===== src/rtl/syn_update_ctrl.sv =====
// Synaptic row update / readback controller: sweeps one pre-neuron row of the
// synapse SRAM word by word (read, wait, write-back) and serves single-word readbacks.
module syn_update_ctrl #(
  parameter int unsigned PRE_NEUR_ADDR_WIDTH  = 10,
  parameter int unsigned POST_NEUR_ADDR_WIDTH = 10,
  parameter int unsigned POST_NEUR_PARALLEL   = 4,
  parameter int unsigned OUTPUT_NEURON        = 256,
  parameter int unsigned SYN_ARRAY_ADDR_WIDTH = 16,
  parameter int unsigned SYN_ARRAY_DATA_WIDTH = 32
) (
  input  logic                            CLK,
  input  logic                            RST,
  input  logic                            IS_TRAIN,
  input  logic                            UPD_START,
  input  logic [PRE_NEUR_ADDR_WIDTH-1:0]  UPD_PRE_ADDR,
  input  logic                            RD_REQ,
  input  logic [SYN_ARRAY_ADDR_WIDTH-1:0] RD_ADDR,
  input  logic [SYN_ARRAY_DATA_WIDTH-1:0] SYNARRAY_RDATA,
  output logic                            CTRL_SYNARRAY_CS,
  output logic                            CTRL_SYNARRAY_WE,
  output logic [SYN_ARRAY_ADDR_WIDTH-1:0] CTRL_SYNARRAY_ADDR,
  output logic [POST_NEUR_ADDR_WIDTH-1:0] CTRL_POST_NEURON_ADDRESS,
  output logic                            CTRL_TREF_EVENT,
  output logic                            BUSY,
  output logic                            UPD_DONE,
  output logic                            RD_VALID,
  output logic [SYN_ARRAY_DATA_WIDTH-1:0] RD_DATA
);

  localparam int unsigned WORDS   = OUTPUT_NEURON / POST_NEUR_PARALLEL;
  localparam int unsigned WORD_W  = (WORDS > 1) ? $clog2(WORDS) : 1;
  localparam int unsigned PAR_LOG = $clog2(POST_NEUR_PARALLEL);
  localparam logic [WORD_W-1:0] LAST_WORD = WORD_W'(WORDS - 1);

  typedef enum logic [2:0] {
    IDLE     = 3'd0,
    UPD_RD   = 3'd1,
    UPD_WAIT = 3'd2,
    UPD_WR   = 3'd3,
    UPD_FIN  = 3'd4,
    RB_RD    = 3'd5,
    RB_CAP   = 3'd6
  } state_t;

  state_t                            state, state_nxt;
  logic [PRE_NEUR_ADDR_WIDTH-1:0]    row, row_nxt;
  logic [WORD_W-1:0]                 w, w_nxt;
  logic                              train, train_nxt;
  logic                              pend, pend_nxt;
  logic [SYN_ARRAY_ADDR_WIDTH-1:0]   pend_addr, pend_addr_nxt;
  logic [SYN_ARRAY_ADDR_WIDTH-1:0]   rb_addr, rb_addr_nxt;
  logic [SYN_ARRAY_DATA_WIDTH-1:0]   rd_data_q, rd_data_nxt;

  logic                              cs_nxt, we_nxt, tref_nxt, busy_nxt, done_nxt, rd_valid_nxt;
  logic [SYN_ARRAY_ADDR_WIDTH-1:0]   addr_nxt;
  logic [POST_NEUR_ADDR_WIDTH-1:0]   post_nxt;

  // Capture cycle forwards the SRAM word so data and valid line up; afterwards the held copy is shown.
  assign RD_DATA = (state == RB_CAP) ? SYNARRAY_RDATA : rd_data_q;

  // State register; outputs are registered from the decode of the next state.
  always_ff @(posedge CLK or posedge RST) begin
    if (RST) begin
      state                    <= IDLE;
      row                      <= '0;
      w                        <= '0;
      train                    <= 1'b0;
      pend                     <= 1'b0;
      pend_addr                <= '0;
      rb_addr                  <= '0;
      rd_data_q                <= '0;
      CTRL_SYNARRAY_CS         <= 1'b0;
      CTRL_SYNARRAY_WE         <= 1'b0;
      CTRL_SYNARRAY_ADDR       <= '0;
      CTRL_POST_NEURON_ADDRESS <= '0;
      CTRL_TREF_EVENT          <= 1'b0;
      BUSY                     <= 1'b0;
      UPD_DONE                 <= 1'b0;
      RD_VALID                 <= 1'b0;
    end else begin
      state                    <= state_nxt;
      row                      <= row_nxt;
      w                        <= w_nxt;
      train                    <= train_nxt;
      pend                     <= pend_nxt;
      pend_addr                <= pend_addr_nxt;
      rb_addr                  <= rb_addr_nxt;
      rd_data_q                <= rd_data_nxt;
      CTRL_SYNARRAY_CS         <= cs_nxt;
      CTRL_SYNARRAY_WE         <= we_nxt;
      CTRL_SYNARRAY_ADDR       <= addr_nxt;
      CTRL_POST_NEURON_ADDRESS <= post_nxt;
      CTRL_TREF_EVENT          <= tref_nxt;
      BUSY                     <= busy_nxt;
      UPD_DONE                 <= done_nxt;
      RD_VALID                 <= rd_valid_nxt;
    end
  end

  // Next-state, sweep counters, pending readback and output decode.
  always_comb begin
    state_nxt     = state;
    row_nxt       = row;
    w_nxt         = w;
    train_nxt     = train;
    pend_nxt      = pend;
    pend_addr_nxt = pend_addr;
    rb_addr_nxt   = rb_addr;
    rd_data_nxt   = rd_data_q;
    cs_nxt        = 1'b0;
    we_nxt        = 1'b0;
    tref_nxt      = 1'b0;
    done_nxt      = 1'b0;
    rd_valid_nxt  = 1'b0;
    busy_nxt      = 1'b0;
    addr_nxt      = CTRL_SYNARRAY_ADDR;
    post_nxt      = CTRL_POST_NEURON_ADDRESS;

    case (state)
      IDLE: begin
        if (UPD_START) begin
          row_nxt   = UPD_PRE_ADDR;
          w_nxt     = '0;
          train_nxt = IS_TRAIN;
          state_nxt = UPD_RD;
          if (RD_REQ) begin
            pend_nxt      = 1'b1;
            pend_addr_nxt = RD_ADDR;
          end
        end else if (RD_REQ) begin
          rb_addr_nxt = RD_ADDR;
          pend_nxt    = 1'b0;
          state_nxt   = RB_RD;
        end else if (pend) begin
          rb_addr_nxt = pend_addr;
          pend_nxt    = 1'b0;
          state_nxt   = RB_RD;
        end
      end
      UPD_RD:   state_nxt = UPD_WAIT;
      UPD_WAIT: state_nxt = UPD_WR;
      UPD_WR: begin
        if (w == LAST_WORD) begin
          state_nxt = UPD_FIN;
        end else begin
          w_nxt     = w + WORD_W'(1);
          state_nxt = UPD_RD;
        end
      end
      UPD_FIN:  state_nxt = IDLE;
      RB_RD:    state_nxt = RB_CAP;
      RB_CAP: begin
        rd_data_nxt = SYNARRAY_RDATA;
        state_nxt   = IDLE;
      end
      default:  state_nxt = IDLE;
    endcase

    // Requests arriving while busy are parked; a newer one replaces the parked address.
    if (state != IDLE && RD_REQ) begin
      pend_nxt      = 1'b1;
      pend_addr_nxt = RD_ADDR;
    end

    busy_nxt     = (state_nxt != IDLE);
    rd_valid_nxt = (state_nxt == RB_CAP);

    case (state_nxt)
      UPD_RD, UPD_WAIT, UPD_WR: begin
        addr_nxt = SYN_ARRAY_ADDR_WIDTH'({row_nxt, w_nxt});
        post_nxt = POST_NEUR_ADDR_WIDTH'(w_nxt) << PAR_LOG;
        if (state_nxt == UPD_RD) begin
          cs_nxt = 1'b1;
        end else if (state_nxt == UPD_WR) begin
          cs_nxt   = train_nxt;
          we_nxt   = train_nxt;
          tref_nxt = 1'b1;
        end
      end
      UPD_FIN: done_nxt = 1'b1;
      RB_RD: begin
        cs_nxt   = 1'b1;
        addr_nxt = rb_addr_nxt;
      end
      default: ;
    endcase
  end

endmodule

===== config.mk =====
export PLATFORM = sky130hd
export DESIGN_NAME = syn_update_ctrl
export DESIGN_NICKNAME = d
export VERILOG_FILES = /design/src/rtl/syn_update_ctrl.sv
export SDC_FILE = /design/constraint.sdc
export NUM_CORES = 1
export LEC_CHECK = 0
export BUFFER_PORTS_ARGS = -buffer_cell sky130_fd_sc_hd__buf_4
export CELL_PAD_IN_SITES_DETAIL_PLACEMENT = 0
export CELL_PAD_IN_SITES_GLOBAL_PLACEMENT = 2
export CORE_MARGIN = 4
export CORE_UTILIZATION = 37
export CTS_BUF_LIST = sky130_fd_sc_hd__clkbuf_2
export CTS_CLUSTER_DIAMETER = 80
export DETAILED_ROUTE_END_ITERATION = 10
export GPL_TIMING_DRIVEN = 0
export MAX_ROUTING_LAYER = met4
export PLACE_DENSITY = 0.92
export SKIP_CTS_REPAIR_TIMING = 1
export SLEW_MARGIN = 20
export SYNTH_ARGS = -nofsm -noshare
export SYNTH_HDL_FRONTEND = slang
export SYNTH_SLANG_ARGS = --single-unit

===== constraint.sdc =====
create_clock -name CLK -period 7.22 [get_ports CLK]
set_input_delay 0.361 -clock CLK [delete_from_list [all_inputs] [get_ports CLK]]
set_output_delay 0.361 -clock CLK [all_outputs]
set_load 0.02 [all_outputs]

[After elaboration in Yosys (flattened, before gate mapping)]
Index checks and enable logic that the tools add are counted.
Operators by class
  $add $sub $neg: 1
  multiply operators: 0
  div/mod/pow operators: 0
  magnitude comparators: 0
  eq/ne operators: 13
  shifts and indexed selects: 0
  multiplexer cells: 35
  bitwise operators: 0
  reduce and logical (&&, ||, !) cells: 11
Operator list (count)
  $mux W16: 8
  $mux W32: 1
  $pmux W16 S2: 1
  $mux W10: 2
  $eq A3 B3 Y1 const B: 5
  $pmux W3 S5: 1
  $mux W1: 14
  $eq A3 B2 Y1 const B: 4
  $mux W3: 4
  $mux W6: 2
  $pmux W6 S2: 1
  $reduce_bool A2 Y1: 4
  $add A6 B1 Y6 const B: 1
  $eq A3 B1 Y1 const B: 2
  $eq A6 B6 Y1 const B: 1
  $reduce_bool A3 Y1: 2
  $logic_not A3 Y1: 1
  $ne A3 B1 Y1 const B: 1
  $reduce_and A3 Y1: 1
  $reduce_or A3 Y1: 1
  $pmux W1 S2: 1
  $reduce_and A2 Y1: 1
  $logic_and A1 B1 Y1: 1
Word-level totals
  register bits: 113
  bits in latches: 0
  bits in writable memories: 0
  ROM bits: 0
  input port bits: 63
  output and inout port bits: 64
  logic and storage cells: 76
  memories kept: 0

[Depth between registers and ports, before layout]
Gate-level depths: netlist of run 1.
  depth after elaboration: 8
  gate-level depth with buffers: 7

[Least setup slack after synthesis of run 1]
No wires, ideal clock.
  path type: register -> register
  from: register state[0]
  to: register pend_addr[0]
  setup time: 0.125 ns
  data arrival time: 1.654 ns
  data required time: 7.095 ns
  slack: 5.441 ns
  cell stages (with the launch flop): 7
  path buffers: 3
  period minus slack after synthesis: 1.779 ns
  cells stage by stage: dfrtp_1 buf_6 or4_1 buf_6 nand2_8 buf_12 mux2_4
On the way
  longest elaborated chain between the ends: 4
RTL lines
  start: declaration: line 45  | state_t state, state_nxt;
  start signal: assignment: line 81  | state <= state_nxt;
  $reduce_bool A3 Y1: line 160  | if (state != IDLE && RD_REQ) begin
  $logic_and A1 B1 Y1: line 160
  $reduce_bool A2 Y1 (no line)
  $reduce_and A3 Y1 (no line)
  end signal: assignment: line 86  | pend_addr <= pend_addr_nxt;
  end: declaration: line 50  | logic [SYN_ARRAY_ADDR_WIDTH-1:0] pend_addr, pend_addr_nxt;
Several ways; a longest one is shown, not always the timed one.
A chain may end at the register's enable or synchronous reset.

[Worst setup path in the final report of run 1]
  from: register state[2]
  to: output RD_DATA[24]
On the way
  longest elaborated chain between the ends: 2
RTL lines
  $eq A3 B3 Y1: line 59  | assign RD_DATA = (state == RB_CAP) ? SYNARRAY_RDATA : rd_data_q;
  $mux W32
  end: declaration: line 27  | output logic [SYN_ARRAY_DATA_WIDTH-1:0] RD_DATA
No other way between the ends.

==> summary.md, run 1 <==
| Metric | Value |
|---|---|
| Syn-to-layout area delta | 42.9% |
| I/O Buffers | 122 |
| RSZ-0062 raised after global routing | no |
| Sequential fraction of the synthesis area | 56.8% |
| Final Instance Area | 0.00611 mm² |
| Post-synth EDFFs | 0 |
| Worst setup EP type | output pin |
| Number of global-route vias before repair | 3309 |
| Multiplexer share of the synthesized area | 16.6% |
| Asr flop ratio synth | 100% |
| Io pins | 127 |
| H-tree depth | 3 |
| Num CTS Buffers | 9 |
| Later-pin clock latency in the skew report | 0.55 ns |
| Least-Margin Pin Slew | 0.685 ns |
| Syn_area_per_cell | 13.0 µm² |
| Initial core utilization | 38.6% |
| Routability cong. | 0.787 |
| Yosys reg bits | 97 |
| Cells after DPL | 594 |
| Power per cell area | 386 mW/mm² |
| Count of final setup violators | 0 |
| Drt drc | 0 |
| Final Max Tran Viols | 0 |
| Final critical-path required period | 2.70 ns |
| Synth Area in Compound Gates | 11.1% |
| Hold Path Class | input pin to flop |
| Via count | 3297 |
| First-pass DRT Iterations | 5 |
| Final period util | 37.4% |
| Max-Cap Viols | 0 |
| Mapped Area | 0.00428 mm² |
| Max IR drop VDD | 221 µV |
| GR Layer Usage met2 | 26.9% |
| Ys flop type | dfrtp_1 |
| Core area | 0.0111 mm² |
| CP Class | flop to output pin |
| Clock Sinks | 97 |
| Final Net Count | 589 |
| Die Area | 0.0133 mm² |
| Die Wd | 116 µm |
| Post-synthesis xor/xnor area fraction | 0% |
| Layout Cells excl Fill | 670 |
| Placed cell area | 0.00541 mm² |
| Clk slew on worst S/H paths | 0.25 ns |
| Status | completed |
| Ys Warns | 0 |
| Crit path DAT | 2.34 ns |
| Root buf cell | clkbuf_2 |
| Adder-cell share of the synthesized area | 0.293% |
| CTS tree | done |
| First-pass GRT wire length | 17100 µm |
| Pre-CTS WS | 4.97 ns |
| Simple-Gate Fraction of Synth Area | 10.5% |
| Leak pwr | 0.00289 µW |
| Syn Inst Count | 328 |
| # rows | 38 |
| Largest family of logic cells by synthesized area | multiplexers |
| Largest net degree at the start of global routing | 65 |
| Distinct cells, synth | 50 |
| GRT Total Usage | 17.1% |
| Drt total wl | 11300 µm |
| Post-detailed-route count of antenna-violating nets | 0 |
| Final setup margin | 4.52 ns |
| Congestion Overflow GR | 0 |
| Busiest grt layer | met2 |
| CTS max path bufs | 2 |
| Avg WL per Cell | 16.9 µm |
| Initial antenna violation count | 0 |
| Fmax | 0.370 GHz |
| Final Hold Violating Endpoints | 0 |
| Met1 GRT Util | 22.1% |
| Met3 Use GR | 3.60% |
| Worst Path Required | 6.86 ns |
| Die Y | 116 µm |
| Iter 0 DRT Violations | 130 |
| Layout cell share with drive strength beyond 1 | 42.3% |
| Drt via density | 4.92 |
| Dpl hpwl | 7890 µm |
| Worst-path maximum fanout | 10 |
| CP startpoint kind | flop |
| Final TNS setup | 0 ns |
| Worst Skew | 0.0187 ns |
| Relative slew slack | 53.9% |
-- stage by stage --
stage / hold slack (ns) / total power, µW / utilization, %
global placement: 0.469 / 2070 / 48.6
detailed placement: 0.369 / 2110 / 48.8
global route: 0.0999 / 2530 / 55.2
floorplan: 0.461 / 1640 / -
finish: 0.173 / 2360 / 55.2
CTS: -0.304 / 2360 / 49.7
-- path summary, 6_finish.rpt --
| kind | slack [ns] | endpoint | from | cells past startpoint |
|---|---|---|---|---|
| worst max-delay path | 4.52 | RD_DATA[24] | state[2]$_DFF_PP0_ | 5 |
| worst min-delay path | 0.17 | BUSY$_DFF_PP0_ | RD_REQ | 3 |
| worst max register to register | 4.89 | CTRL_SYNARRAY_ADDR[2]$_DFFE_PP0P_ | w[0]$_DFF_PP0_ | 6 |
| worst min register to register | 0.52 | CTRL_POST_NEURON_ADDRESS[2]$_DFFE_PP0P_ | CTRL_POST_NEURON_ADDRESS[2]$_DFFE_PP0P_ | 1 |
| max in group asynchronous | 6.28 | CTRL_SYNARRAY_ADDR[11]$_DFFE_PP0P_ | RST | 4 |
| min in group asynchronous | 0.34 | row[1]$_DFF_PP0_ | RST | 3 |
-- cells by family (layout without fill, tap and decap cells) --
logic type | Yosys count | in the layout
compound gates | 64 | 64
flops | 97 | 97
fa+ha+maj | 1 | 1
mux | 60 | 60
other cells | 1 | 5
simple gates | 73 | 73
buf+inv | 32 | 230
-- final cells by class --
| type | count | area, µm² |
|---|---|---|
| fillers | 960 | 4970 |
| flip-flops and latches | 97 | 2430 |
| multi-input cells | 202 | 1660 |
| repair buffers | 183 | 1540 |
| plain buffers | 26 | 179 |
| well taps | 140 | 175 |
| clock buffers | 10 | 50.0 |
| clock inverters | 5 | 47.5 |
| inverters | 6 | 27.5 |
| diodes | 1 | 2.50 |
-- layout by cell type, fill, tap and decap left out, types with 7 or more instances in the layout --
cell type        n
a22oi_1          8
buf_2           10
buf_4          128
clkbuf_2        10
dfrtp_1         97
dlygate4sd3_1   60
mux2_2          48
mux2_4          10
nand2_1         16
nand2b_1         7
nor2_1          10
nor2b_1          8
o211ai_1        10
o21ai_0         14
-- sequential cells by signal, indices dropped and copies added, names as in the netlist --
register,cells
w,6
row,10
train,1
pend,1
state,3
RD_VALID,1
UPD_DONE,1
CTRL_TREF_EVENT,1
CTRL_POST_NEURON_ADDRESS,6
CTRL_SYNARRAY_WE,1
pend_addr,16
CTRL_SYNARRAY_ADDR,16
CTRL_SYNARRAY_CS,1
BUSY,1
rd_data_q,32
-- power by group --
| group | internal (µW) | switching [µW] |
|---|---|---|
| clock network | 76.3 | 174 |
| registers | 772 | 101 |
| logic | 581 | 657 |
| total | 1430 | 932 |
-- critical path, cell delays in order, from the launching register on --
cell and delay, ns:
dfrtp_1 0.53, buf_2 0.22, nand2_1 0.18, buf_2 0.30, mux2_2 0.39, buf_4 0.16
-- routing by layer --
layer	routed length, µm	up-vias	share of wire (%)
li1	-	1570	-
met1	4720	1636	42
met4	192	0	1.7
met3	500	15	4.4
met2	5930	76	52
met5	0	-	0
-- Yosys cell counts (2+ instances only) --
cell | n | area share [%]
a22o_1 | 5 | 1.0
nand2_1 | 16 | 1.4
mux2_2 | 48 | 13
nor4_1 | 3 | 0.44
clkbuf_1 | 5 | 0.44
nand4_1 | 3 | 0.44
a221o_1 | 4 | 0.94
a21oi_1 | 5 | 0.59
a21o_1 | 5 | 0.88
nand3_1 | 2 | 0.23
and2_1 | 2 | 0.29
nand4b_1 | 2 | 0.41
a211o_1 | 3 | 0.61
mux2_4 | 10 | 3.5
nand3b_1 | 2 | 0.35
mux2i_1 | 2 | 0.47
nor3_1 | 4 | 0.47
inv_1 | 6 | 0.53
nand2b_1 | 7 | 1.0
a22oi_1 | 8 | 1.4
dfrtp_1 | 97 | 57
buf_2 | 10 | 1.2
buf_6 | 4 | 1.1
nor2b_1 | 8 | 1.2
a31oi_1 | 2 | 0.29
and3_1 | 3 | 0.44
a311o_1 | 2 | 0.47
or3_1 | 2 | 0.29
o21ai_0 | 14 | 1.6
buf_4 | 6 | 1.1
nor2_1 | 10 | 0.88
o211ai_1 | 10 | 1.8
No activity file was read; power rests on OpenSTA's default activity.
==> run 2: changes to the inputs <==
Settings changed: ABC_AREA from default to 1, CORE_UTILIZATION 37 to 31, PLACE_DENSITY 0.92 to 0.84.
Clock period 7.22 ns to 2.25 ns, I/O delays scaled along.
==> run 2 against run 1 <==
  * Clock power grew to 4.1 times the previous value
  * Utilization shrank 8.6 points
  * Area after synthesis grew 10%
==> summary.md, run 2 <==
| Metric | Value |
|---|---|
| Ys Warns | 0 |
| Min-Delay Endpoint | row[2]$_DFF_PP0_ |
| Ys flop type | dfrtp_1 |
| Relative slew slack | 64.0% |
| Top post-synthesis cells by area | dfrtp_1 60%, mux2_2 11%, nand2_1 8.8%, nand3_1 4.1%, o21a_1 2.4% |
| Post-synth EDFFs | 0 |
| Avg WL per Cell | 15.0 µm |
| Final Max Tran Viols | 0 |
| Most numerous cell in the Yosys netlist | dfrtp_1 |
| Syn-to-layout area delta | 45.4% |
| Syn_area_per_cell | 10.9 µm² |
| Simple-Gate Fraction of Synth Area | 16.7% |
| Distinct cells, synth | 28 |
| Final Net Count | 709 |
| Crit path DAT | 2.02 ns |
| Reg2reg path depth | 5 |
| Final Hold Violating Endpoints | 0 |
| Drt via density | 4.65 |
| Yosys top cell by area | dfrtp_1 |
| Die Y | 131 µm |
| Power per cell area | 1250 mW/mm² |
| Status | completed |
| Post-detailed-route count of antenna-violating nets | 0 |
| Die Wd | 131 µm |
| Least-Margin Pin Slew | 0.538 ns |
| Regs by FF count | rd_data_q (32), CTRL_SYNARRAY_ADDR (16), pend_addr (16) |
| CTS max path bufs | 2 |
| CP startpoint kind | flop |
| Worst r2r dst | pend_addr[9]$_DFFE_PP0P_ |
| Clock Sinks | 112 |
| Initial core utilization | 32.0% |
| Worst Skew | 0.0228 ns |
| Count of final setup violators | 0 |
| Synth Area in Compound Gates | 6.40% |
| Iter 0 DRT Violations | 187 |
| Met1 GRT Util | 17.8% |
| Root buf cell | clkbuf_2 |
| Drt drc | 0 |
| Met3 Use GR | 2.56% |
| Final TNS setup | 0 ns |
| Initial antenna violation count | 1 |
| Largest family of logic cells by synthesized area | simple AND/OR/NAND/NOR gates |
| Worst-path maximum fanout | 10 |
| Via count | 3884 |
| # rows | 44 |
| Number of global-route vias before repair | 3771 |
| Io pins | 127 |
| Hold Path Depth | 4 |
| Final setup margin | 0.120 ns |
| Top reg by flops | rd_data_q |
| Pre-CTS WS | 0.460 ns |
| Multiplexer share of the synthesized area | 11.5% |
| Clk slew on worst S/H paths | 0.30 ns |
| H-tree depth | 3 |
| Fmax | 0.470 GHz |
| Max-Cap Viols | 0 |
| Hold WS | 0.236 ns |
| Post-synthesis xor/xnor area fraction | 0% |
| Later-pin clock latency in the skew report | 0.61 ns |
| Adder-cell share of the synthesized area | 0.266% |
| Leak pwr | 0.00334 µW |
| Final critical-path required period | 2.13 ns |
| Worst Path Required | 2.14 ns |
| Hold Path Class | input pin to flop |
| Drt total wl | 12500 µm |
| Sequential fraction of the synthesis area | 59.5% |
| CTS tree | done |
| Die Area | 0.0172 mm² |
| Num CTS Buffers | 9 |
| CP Class | flop to output pin |
| Asr flop ratio synth | 100% |
| Syn Inst Count | 433 |
| GRT Total Usage | 14.3% |
| Core area | 0.0147 mm² |
| R2r startpoint | state[2]$_DFF_PP0_ |
| Congestion Overflow GR | 0 |
| First-pass GRT wire length | 19400 µm |
| Top cell type's share of synthesized area | 59.5% |
| Layout cell share with drive strength beyond 1 | 35.2% |
| GR Layer Usage met2 | 23.5% |
| Largest net degree at the start of global routing | 27 |
| Final period util | 94.7% |
| Post-synth top cells | 112 x dfrtp_1, 111 x nand2_1, 48 x mux2_2, 39 x nand3_1, 25 x inv_1 |
| Worst setup EP type | output pin |
| Reg2Reg Setup Slack | 0.12 ns |
| Dpl hpwl | 9220 µm |
| Mapped Area | 0.00471 mm² |
| Max reg flops | 32 |
| Commonest non-fill, non-tap cell in the layout | buf_4 |
| Busiest grt layer | met2 |
| Min-Delay Startpoint | UPD_PRE_ADDR[2] |
| Yosys reg bits | 112 |
| First-pass DRT Iterations | 4 |
| Most frequent cells in the layout | 132 x buf_4, 111 x dfrtp_1, 110 x nand2_1 |
| Routability cong. | 0.796 |
| I/O Buffers | 122 |
| Max IR drop VDD | 771 µV |
-- run 2: final cells by class --
class,count,area (µm²)
antenna,1,2.50
buffer,21,169
clock buffer,10,50.0
clock inverter,6,83.8
fill,1394,7850
inverter,29,113
multi-input combinational,274,1670
sequential,112,2800
tap,184,230
timing repair buffer,198,1730
-- run 2: worst max path at each step --
| stage | slack, ns | end | cells past startpoint | start |
|---|---|---|---|---|
| after CTS | -0.23 | RD_DATA[24] | 6 | state[1]$_DFF_PP0_ |
| after global placement | 0.03 | pend_addr[0]$_DFFE_PP0P_ | 2 | RST |
| after floorplan | 0.74 | CTRL_SYNARRAY_ADDR[0]$_DFFE_PP0P_ | 10 | w[0]$_DFF_PP0_ |
| after global routing | -0.02 | RD_DATA[1] | 6 | state[1]$_DFF_PP0_ |
| after detailed placement | 0.46 | CTRL_SYNARRAY_ADDR[11]$_DFFE_PP0P_ | 9 | w[0]$_DFF_PP0_ |
| final | 0.12 | RD_DATA[1] | 6 | state[1]$_DFF_PP0_ |
-- run 2: metal layers --
metal  wire, µm  share of wire [%]  vias to the layer above
met2       6430                 51                       71
met3        372                3.0                       22
met1       5390                 43                     1933
li1           -                  -                     1858
met4        297                2.4                        0
met5          0                  0                        -
-- run 2: kinds of logic after synthesis --
| family | after synthesis |
|---|---|
| AO/OA/AOI/OAI | 48 |
| buffers and inverters | 50 |
| multiplexers | 48 |
| flip-flops | 112 |
| adder cells (fa/ha/maj) | 1 |
| other | 1 |
| AND/OR/NAND/NOR | 173 |
-- run 2: critical path: stages (launching register included) --
cell and delay (ns):
dfrtp_1 0.48, inv_2 0.09, nor2_4 0.05, nand2_4 0.10, buf_6 0.16, mux2_2 0.37
buf_4 0.17
-- run 2: through the flow --
stage / instances / utilization [%] / total power, µW / cell area (µm²)
after floorplan: 436 / - / 5890 / 4720
after global placement: 742 / 39.9 / 7340 / 5870
after detailed placement: 746 / 40.6 / 7470 / 5970
after CTS: 762 / 41.5 / 8490 / 6100
after global routing: 835 / 46.6 / 9250 / 6850
final: 835 / 46.6 / 8590 / 6850
-- run 2: power by group --
part / switching, µW / leakage, µW / internal [µW]
clock network: 654 / 0.0000772 / 366
registers: 358 / 0.00135 / 2840
logic: 2460 / 0.00192 / 1910
==> run 3: changes to the inputs <==
Settings changed: PLACE_DENSITY 0.84 to 0.82.
==> run 3 against run 2 <==
  * Sequential share of layout area up 0.39 points
  * Combinational power about the same
  * Highest routed layer unchanged
  * Non-clock buffer count up 1
  * Largest power group unchanged
==> summary.md, run 3 (synthesized netlist as in run 2, its figures left out) <==
| Metric | Value |
|---|---|
| Status | completed |
| Crit path cell chain | buf_4 > nor2_4 > nand3_4 > nand2_2 > mux2_2 > dlygate4sd3_1 |
| Worst r2r dst | pend_addr[8]$_DFFE_PP0P_ |
| Total power | 8370 µW |
| Beginning of the critical path | state[0]$_DFF_PP0_ |
| CP endpoint | pend_addr[8]$_DFFE_PP0P_ |
| Worst setup EP type | flop |
| Iter 0 DRT Violations | 168 |
| Core area | 0.0147 mm² |
| Clock Sinks | 112 |
| Num CTS Buffers | 9 |
| Later-pin clock latency in the skew report | 0.61 ns |
| Largest net degree at the start of global routing | 35 |
| CP top delay family | buffers and inverters |
| Root buf cell | clkbuf_2 |
| Crit path depth | 6 |
| Final setup margin | 0.0832 ns |
| Regs by FF count | rd_data_q (32), CTRL_SYNARRAY_ADDR (16), pend_addr (16) |
| CP Class | flop to flop |
| Congestion Overflow GR | 0 |
| Hold Path Class | input pin to async pin |
| Avg WL per Cell | 14.9 µm |
| Drt drc | 0 |
| Cells after DPL | 745 |
| Relative slew slack | 54.2% |
| Fillers | 1395 |
| Via count | 3867 |
| Pre-CTS WS | 0.447 ns |
| Final Net Count | 710 |
| Routability cong. | 0.798 |
| WP buf/inv | 2 |
| Most frequent cells in the layout | 135 x buf_4, 111 x dfrtp_1, 110 x nand2_1 |
| Leak pwr | 0.00331 µW |
| Crit path DAT | 2.71 ns |
| Final Instance Area | 0.00678 mm² |
| Max reg flops | 32 |
| Die Wd | 131 µm |
| Least-Margin Pin Slew | 0.686 ns |
| Count of final setup violators | 0 |
| Initial core utilization | 32.0% |
| Final Hold Violating Endpoints | 0 |
| # rows | 44 |
| I/O Buffers | 122 |
| First-pass GRT wire length | 19300 µm |
| Reg2reg path depth | 6 |
| Layout Cells excl Fill | 835 |
| Reg2Reg Setup Slack | 0.08 ns |
| Die Y | 131 µm |
| Worst-path maximum fanout | 9 |
| Initial antenna violation count | 2 |
| Max IR drop VDD | 695 µV |
| Drt total wl | 12500 µm |
| CP startpoint kind | flop |
| Worst Path Required | 2.79 ns |
| Final period util | 96.3% |
| Drt via density | 4.63 |
| First-pass DRT Iterations | 4 |
| Worst Skew | 0.0257 ns |
| Final Max Tran Viols | 0 |
| Fmax | 0.462 GHz |
| Power per cell area | 1230 mW/mm² |
| R2r startpoint | state[0]$_DFF_PP0_ |
| GRT Total Usage | 14.3% |
| CP max stage cell | dlygate4sd3_1 |
| Hold WS | 0.113 ns |
| Layout cell share with drive strength beyond 1 | 35.3% |
| Max incr delay on CP | 0.56 ns |
| CTS tree | done |
| Commonest non-fill, non-tap cell in the layout | buf_4 |
| Placed cell area | 0.00594 mm² |
| Io pins | 127 |
| RSZ-0062 raised after global routing | no |
| CTS max path bufs | 2 |
| Clk slew on worst S/H paths | 0.28 ns |
| Top reg by flops | rd_data_q |
| Max-Cap Viols | 0 |
| Number of global-route vias before repair | 3827 |
| Die Area | 0.0172 mm² |
| Final critical-path required period | 2.17 ns |
| Dpl hpwl | 9030 µm |
| H-tree depth | 3 |
| Syn-to-layout area delta | 44.0% |
| Post-detailed-route count of antenna-violating nets | 0 |
==> run 3: per-layer routing <==
metal / global-route usage [%] / share of wire, % / vias up
met2: 23.0 / 51 / 82
met3: 2.37 / 3.1 / 29
li1: - / - / 1863
met1: 17.8 / 43 / 1893
met5: - / 0 / -
met4: 6.59 / 3.0 / 0
==> run 3: final cells by class <==
type                       count  area [µm²]  share of cell area (%)
buffer                        21         176                    2.60
clock buffer                  10        50.0                   0.738
antenna                        2        5.00                  0.0738
multi-input combinational    274        1670                    24.6
timing repair buffer         199        1710                    25.2
sequential                   112        2800                    41.3
tap                          184         230                    3.39
clock inverter                 4        23.8                   0.350
inverter                      29         113                    1.66
==> run 3: metrics by stage <==
stage | util, % | setup TNS [ns]
floorplan | - | 0
global placement | 39.9 | 0
detailed placement | 40.4 | 0
CTS | 40.9 | -7.13
global route | 46.2 | 0
finish | 46.2 | 0
==> run 3: tightest hold or removal path: cells and delay by family <==
| kind | cells | cell delay, ns |
|---|---|---|
| buffers and inverters | 3 | 1.14 |
==> run 3: how the worst min path moves through the flow <==
| stage | from | end | cells after the start |
|---|---|---|---|
| 2_1_floorplan | IS_TRAIN | train$_DFF_PP0_ | 2 |
| 3_3_place_gp | IS_TRAIN | train$_DFF_PP0_ | 3 |
| 3_5_place_dp | RST | rd_data_q[26]$_DFF_PP0_ | 2 |
| 4_1_cts | RST | CTRL_SYNARRAY_ADDR[10]$_DFFE_PP0P_ | 2 |
| 5_1_grt | RST | rd_data_q[29]$_DFF_PP0_ | 3 |
| 6_report | RST | rd_data_q[29]$_DFF_PP0_ | 3 |
==> run 3: report_power, final <==
group | internal (µW) | total (µW) | switching [µW]
registers | 2840 | 3200 | 355
logic | 1930 | 4400 | 2470
clock network | 133 | 773 | 641
